**config.mk**
```make
export PLATFORM = sky130hd
export DESIGN_NAME = code_arbiter
export DESIGN_NICKNAME = d
export VERILOG_FILES = /design/src/rtl/code_arbiter.sv
export SDC_FILE = /design/constraint.sdc
export NUM_CORES = 1
export LEC_CHECK = 0
export ABC_AREA = 1
export BUFFER_PORTS_ARGS = -buffer_cell sky130_fd_sc_hd__buf_2
export CAP_MARGIN = 20
export CORE_ASPECT_RATIO = 0.5
export CORE_MARGIN = 2
export CORE_UTILIZATION = 46
export CTS_BUF_LIST = sky130_fd_sc_hd__clkbuf_2
export CTS_CLUSTER_DIAMETER = 30
export DETAILED_ROUTE_END_ITERATION = 10
export GPL_ROUTABILITY_DRIVEN = 0
export PLACE_DENSITY_LB_ADDON = 0.08
export RECOVER_POWER = 50
export SLEW_MARGIN = 20
export SYNTH_ARGS = -nofsm -noshare
export SYNTH_HDL_FRONTEND = slang
export SYNTH_SLANG_ARGS = --single-unit
```
**constraint.sdc**
```tcl
create_clock -name i_clk -period 1.75 [get_ports i_clk]
set_input_delay 0.35 -clock i_clk [delete_from_list [all_inputs] [get_ports i_clk]]
set_output_delay 0.35 -clock i_clk [all_outputs]
set_load 0.05 [all_outputs]
```
**src/rtl/code_arbiter.sv**
```systemverilog
// code_arbiter: round-robin owner of the two-channel code datapath.
// Runs Slt/En for N steps on behalf of one requester, then captures and
// returns the selected 64-bit channel value with a one-cycle done pulse.
module code_arbiter #(
  parameter int unsigned CW = 8
) (
  input  logic          i_clk,
  input  logic          i_reset,
  input  logic          i_req0,
  input  logic [CW-1:0] i_cnt0,
  input  logic          i_req1,
  input  logic [CW-1:0] i_cnt1,
  input  logic [63:0]   i_dp_out0,
  input  logic [63:0]   i_dp_out1,
  output logic          o_gnt0,
  output logic          o_gnt1,
  output logic          o_done0,
  output logic          o_done1,
  output logic [63:0]   o_result,
  output logic          o_busy,
  output logic          o_slt,
  output logic          o_en
);

  localparam int unsigned DW = 64;

  typedef enum logic [1:0] {
    S_IDLE    = 2'd0,
    S_RUN     = 2'd1,
    S_CAPTURE = 2'd2,
    S_DONE    = 2'd3
  } state_t;

  state_t        r_state;
  logic [CW-1:0] r_remaining;
  logic          r_owner;
  logic          r_last_srv;

  logic          w_any_req;
  logic          w_pick1;
  logic [CW-1:0] w_cnt_sel;
  logic [DW-1:0] w_dp_sel;

  // Round-robin pick: on a tie the requester that was not served last wins.
  assign w_any_req = i_req0 | i_req1;
  assign w_pick1   = i_req1 & (~i_req0 | ~r_last_srv);
  assign w_cnt_sel = w_pick1 ? i_cnt1 : i_cnt0;
  assign w_dp_sel  = r_owner ? i_dp_out1 : i_dp_out0;

  // Scheduler FSM with all outputs registered.
  always_ff @(posedge i_clk) begin
    if (i_reset) begin
      r_state     <= S_IDLE;
      r_remaining <= '0;
      r_owner     <= 1'b0;
      r_last_srv  <= 1'b1;
      o_gnt0      <= 1'b0;
      o_gnt1      <= 1'b0;
      o_done0     <= 1'b0;
      o_done1     <= 1'b0;
      o_result    <= '0;
      o_busy      <= 1'b0;
      o_slt       <= 1'b0;
      o_en        <= 1'b0;
    end else begin
      o_gnt0  <= 1'b0;
      o_gnt1  <= 1'b0;
      o_done0 <= 1'b0;
      o_done1 <= 1'b0;
      case (r_state)
        S_IDLE: begin
          o_en <= 1'b0;
          if (w_any_req) begin
            r_owner     <= w_pick1;
            r_last_srv  <= w_pick1;
            r_remaining <= w_cnt_sel;
            o_slt       <= w_pick1;
            o_gnt0      <= ~w_pick1;
            o_gnt1      <= w_pick1;
            o_busy      <= 1'b1;
            if (w_cnt_sel != '0) begin
              o_en    <= 1'b1;
              r_state <= S_RUN;
            end else begin
              r_state <= S_CAPTURE;
            end
          end
        end
        S_RUN: begin
          // The last step is the one taken while remaining is 1, so the
          // counter lands on 0 as the FSM leaves and never wraps.
          r_remaining <= r_remaining - CW'(1);
          if (r_remaining == CW'(1)) begin
            o_en    <= 1'b0;
            r_state <= S_CAPTURE;
          end else begin
            o_en    <= 1'b1;
          end
        end
        S_CAPTURE: begin
          o_en     <= 1'b0;
          o_result <= w_dp_sel;
          o_done0  <= ~r_owner;
          o_done1  <= r_owner;
          r_state  <= S_DONE;
        end
        S_DONE: begin
          o_busy  <= 1'b0;
          r_state <= S_IDLE;
        end
        default: begin
          o_en    <= 1'b0;
          o_busy  <= 1'b0;
          r_state <= S_IDLE;
        end
      endcase
    end
  end

  // Output invariants of the handshake.
  a_gnt_excl: assert property (@(posedge i_clk) disable iff (i_reset)
    !(o_gnt0 && o_gnt1));
  a_done_excl: assert property (@(posedge i_clk) disable iff (i_reset)
    !(o_done0 && o_done1));
  a_gnt_done_excl: assert property (@(posedge i_clk) disable iff (i_reset)
    !((o_gnt0 || o_gnt1) && (o_done0 || o_done1)));
  a_en_busy: assert property (@(posedge i_clk) disable iff (i_reset)
    o_en |-> o_busy);
  a_en_slt: assert property (@(posedge i_clk) disable iff (i_reset)
    o_en |-> (o_slt == r_owner));

endmodule

```
==> summary.txt <==
Setup path
  • Number of stages on the worst setup path: 1
  • Crit path kind: reg -> out
  • Reg2reg end: r_remaining[6]
  • Worst r2r src: r_state[1]
  • Slowest CP cell: dfxtp_4
  • Slowest cell delay on critical path: 0.47 ns
  • CP cell instances: buf_2
  • Data required, critical path: 1.40 ns
  • CP Launch Type: register
  • CP max FO: 8
  • CP top delay family: flip-flops
  • CP endpoint kind: output port
  • Slack of the worst reg-to-reg path: 0.13 ns
  • Reg2Reg Depth: 7
  • Buf/Inv on CP: 1
  • Crit path DAT: 1.30 ns

Cells and area
  • Net count, final: 945
  • Layout cells sized above 1: 32.1%
  • Core Util, Final: 67.8%
  • N_diodes: 0
  • Cell Count, Final, Fillers Out: 906
  • Syn-to-layout area delta: 40.3%

STA
  • RSZ-0062 raised after global routing: false
  • Post-Route Skew: 0.0272 ns
  • Max Freq: 606 MHz
  • Setup-failing EPs final: 0
  • Slew headroom: 72.4%
  • WHS: 0.0369 ns
  • Minimum clock period: 1.65 ns
  • Final Max Slew Viols: 0
  • Worst slew pin tran: 0.414 ns
  • Final period utilization: 94.3%
  • Fin. Hold Viols: 0
  • Setup TNS: 0 ns

GRT
  • Grt ovf: 0
  • Largest net degree at the start of global routing: 96
  • Initial antenna violation count: 0
  • Vias in the first global route: 4,153
  • Tot GR Track Use: 25.1%
  • First-pass GRT wire length: 19,000 um

Routing
  • WL met2: 5750 um
  • DR vias: 4,488
  • Met1 WL: 5230 um
  • Number of DRC markers in iteration 0: 226
  • Avg WL per Cell: 13.4 um
  • DRC: 0
  • TritonRoute pass-1 iters: 4
  • DR WL met3: 922 um
  • Routed WL: 12,100 um
  • Post-DR vias/cell: 4.95
  • Final antenna-violating net count: 0
  • Max layer used: met4

Die
  • Initial Util: 48.3%
  • FP Rows: 23
  • Core Region: 8140 um^2
  • Die area: 9360 um^2
  • Die Y: 69.4 um
  • Boundary pin count: 219
  • Die X: 135 um

Clock tree
  • CTS tree: yes
  • Skew-Pair Late Insertion Delay: 0.54 ns
  • TritonCTS Buffers: 9
  • Clk buf depth: 2
  • CTS sink cnt: 82
  • Htree depth: 3
  • Clock slew at reported path FFs: 0.23 ns
  • Root buf cell: clkbuf_2

Synth
  • Sequential area share after synthesis: 41.7%
  • Yosys reg bits: 82
  • Cell count after synthesis: 558
  • Synth unique cells: 30
  • Synthesized area: 3940 um^2
  • Post-synthesis average cell area: 7.05 um^2
  • Synthesized Nets: 714
  • Ys Warns: 0

Power
  • Power Total: 9620 uW
  • P per Cell Area: 1740 nW/um^2
  • Maximum VDD drop: 0.965 mV
  • Leakage power: 0.00306 uW

Placement
  • Port Buffer Count: 218
  • HPWL Detailed: 8360 um
  • Number of instances in the placed design: 864

Run
  • Max-cap viol count: 0

Outcome
  • Outcome: complete, no violations

Hold path
  • Hold_sp: i_dp_out0[56]
  • Hold Path Class: in -> reg
  • Hold endpoint: o_result[56]
  • Hold path cells: 3
layer usage:
metal / GRT usage (%) / up-vias
li1: - / 2316
met1: 30.2 / 1987
met2: 42.7 / 161
met3: 7.89 / 24
met4: 8.42 / 0
met5: 0 / -
final cells by class:
cell class | count | area, um^2
well taps | 112 | 140
multi-input cells | 381 | 1910
clock inverters | 7 | 66.3
repair buffers | 257 | 1500
clock buffers | 9 | 45.0
flip-flops and latches | 82 | 1650
inverters | 58 | 218
fillers | 744 | 2620
logic make-up after synthesis:
| kind of cell | Yosys count | share of synthesized area, % |
|---|---|---|
| and+or+nand+nor | 207 | 22.4 |
| AOI/OAI and AO/OA | 164 | 23.2 |
| buffers and inverters | 95 | 9.66 |
| DFF | 82 | 41.7 |
| adders and majority gates | 8 | 2.54 |
| xor gates and xnor gates | 2 | 0.445 |
worst max path at each step:
stage                     slack [ns]        from             end
final                            0.1     r_owner           o_slt
after global placement          0.24  r_state[1]  r_remaining[6]
after global routing           0.004  r_state[1]  r_remaining[6]
after CTS                      0.007     r_owner           o_slt
after floorplan                 0.28  r_state[1]  r_remaining[6]
after detailed placement        0.18  r_state[1]  r_remaining[6]
cells in the final DEF, fill, tap and decap left out:
cell type	synthesis	routed
buf_2	16	206
nand2_1	141	143
a21oi_1	83	83
dfxtp_1	82	80
inv_1	53	52
o21ai_0	43	43
nand3_1	39	39
o211ai_1	32	32
dlygate4sd3_1	0	26
clkbuf_2	0	21
nor2_1	10	10
ha_1	8	8
buf_4	1	8
nand3b_1	7	7
clkinv_1	4	4
buf_12	0	4
inv_2	1	3
nor3_1	3	3
clkinv_2	0	3
xor2_1	2	2
inv_6	0	2
nand2_4	1	1
o21ai_1	1	1
nor2_2	1	1
o21ai_2	1	1
o21bai_1	1	1
nor3_2	1	1
nor3b_1	1	1
nand2b_1	1	1
o22ai_1	1	1
o21a_1	1	1
a211oi_1	1	1
bufinv_16	0	1
clkbuf_4	0	1
dfxtp_4	0	1
dfxtp_2	0	1
where the power goes:
group / leakage, uW / total, uW / switching [uW] / internal (uW)
Clock: 0.0000739 / 1000 / 671 / 329
Combinational: 0.00232 / 5630 / 4080 / 1540
Sequential: 0.000673 / 3000 / 420 / 2580
through the flow:
step           area, um^2  setup WS (ns)
6_report             5520         0.0997
2_1_floorplan        3940          0.282
3_5_place_dp         5170          0.184
4_1_cts              5510        0.00663
3_3_place_gp         5170          0.236
5_1_grt              5520        0.00432
sequential cells by signal, indices dropped and copies added, names as in the netlist:
signal and count:
o_en 1, r_remaining 8, r_state 2, o_gnt0 1, r_last_srv 1, o_done1 1, o_busy 1, o_done0 1
o_result 64, r_owner 1, o_gnt1 1
what timing repair did:
action                                 in CTS  in global routing
buffers inserted                            0                  0
endpoints found under the hold margin      23                  3
setup endpoints to repair                   0                  2
resized for setup                           0                  2
hold buffers                               23                  3
synthesized netlist by cell type:
master	count	area [um^2]
a211oi_1	1	7.51
a21oi_1	83	415
buf_1	3	11.3
buf_2	16	80.1
buf_4	1	7.51
clkbuf_1	17	63.8
clkinv_1	4	15.0
dfxtp_1	82	1640
ha_1	8	100
inv_1	53	199
inv_2	1	3.75
nand2_1	141	529
nand2_2	2	12.5
nand2_4	1	11.3
nand2b_1	1	6.26
nand3_1	39	195
nand3b_1	7	52.6
nor2_1	10	37.5
nor2_2	1	6.26
nor3_1	3	15.0
nor3_2	1	10.0
nor3b_1	1	7.51
o211ai_1	32	240
o21a_1	1	7.51
o21ai_0	43	215
o21ai_1	1	5.00
o21ai_2	1	8.76
o21bai_1	1	7.51
o22ai_1	1	6.26
xor2_1	2	17.5
No activity file was read; power rests on OpenSTA's default activity.
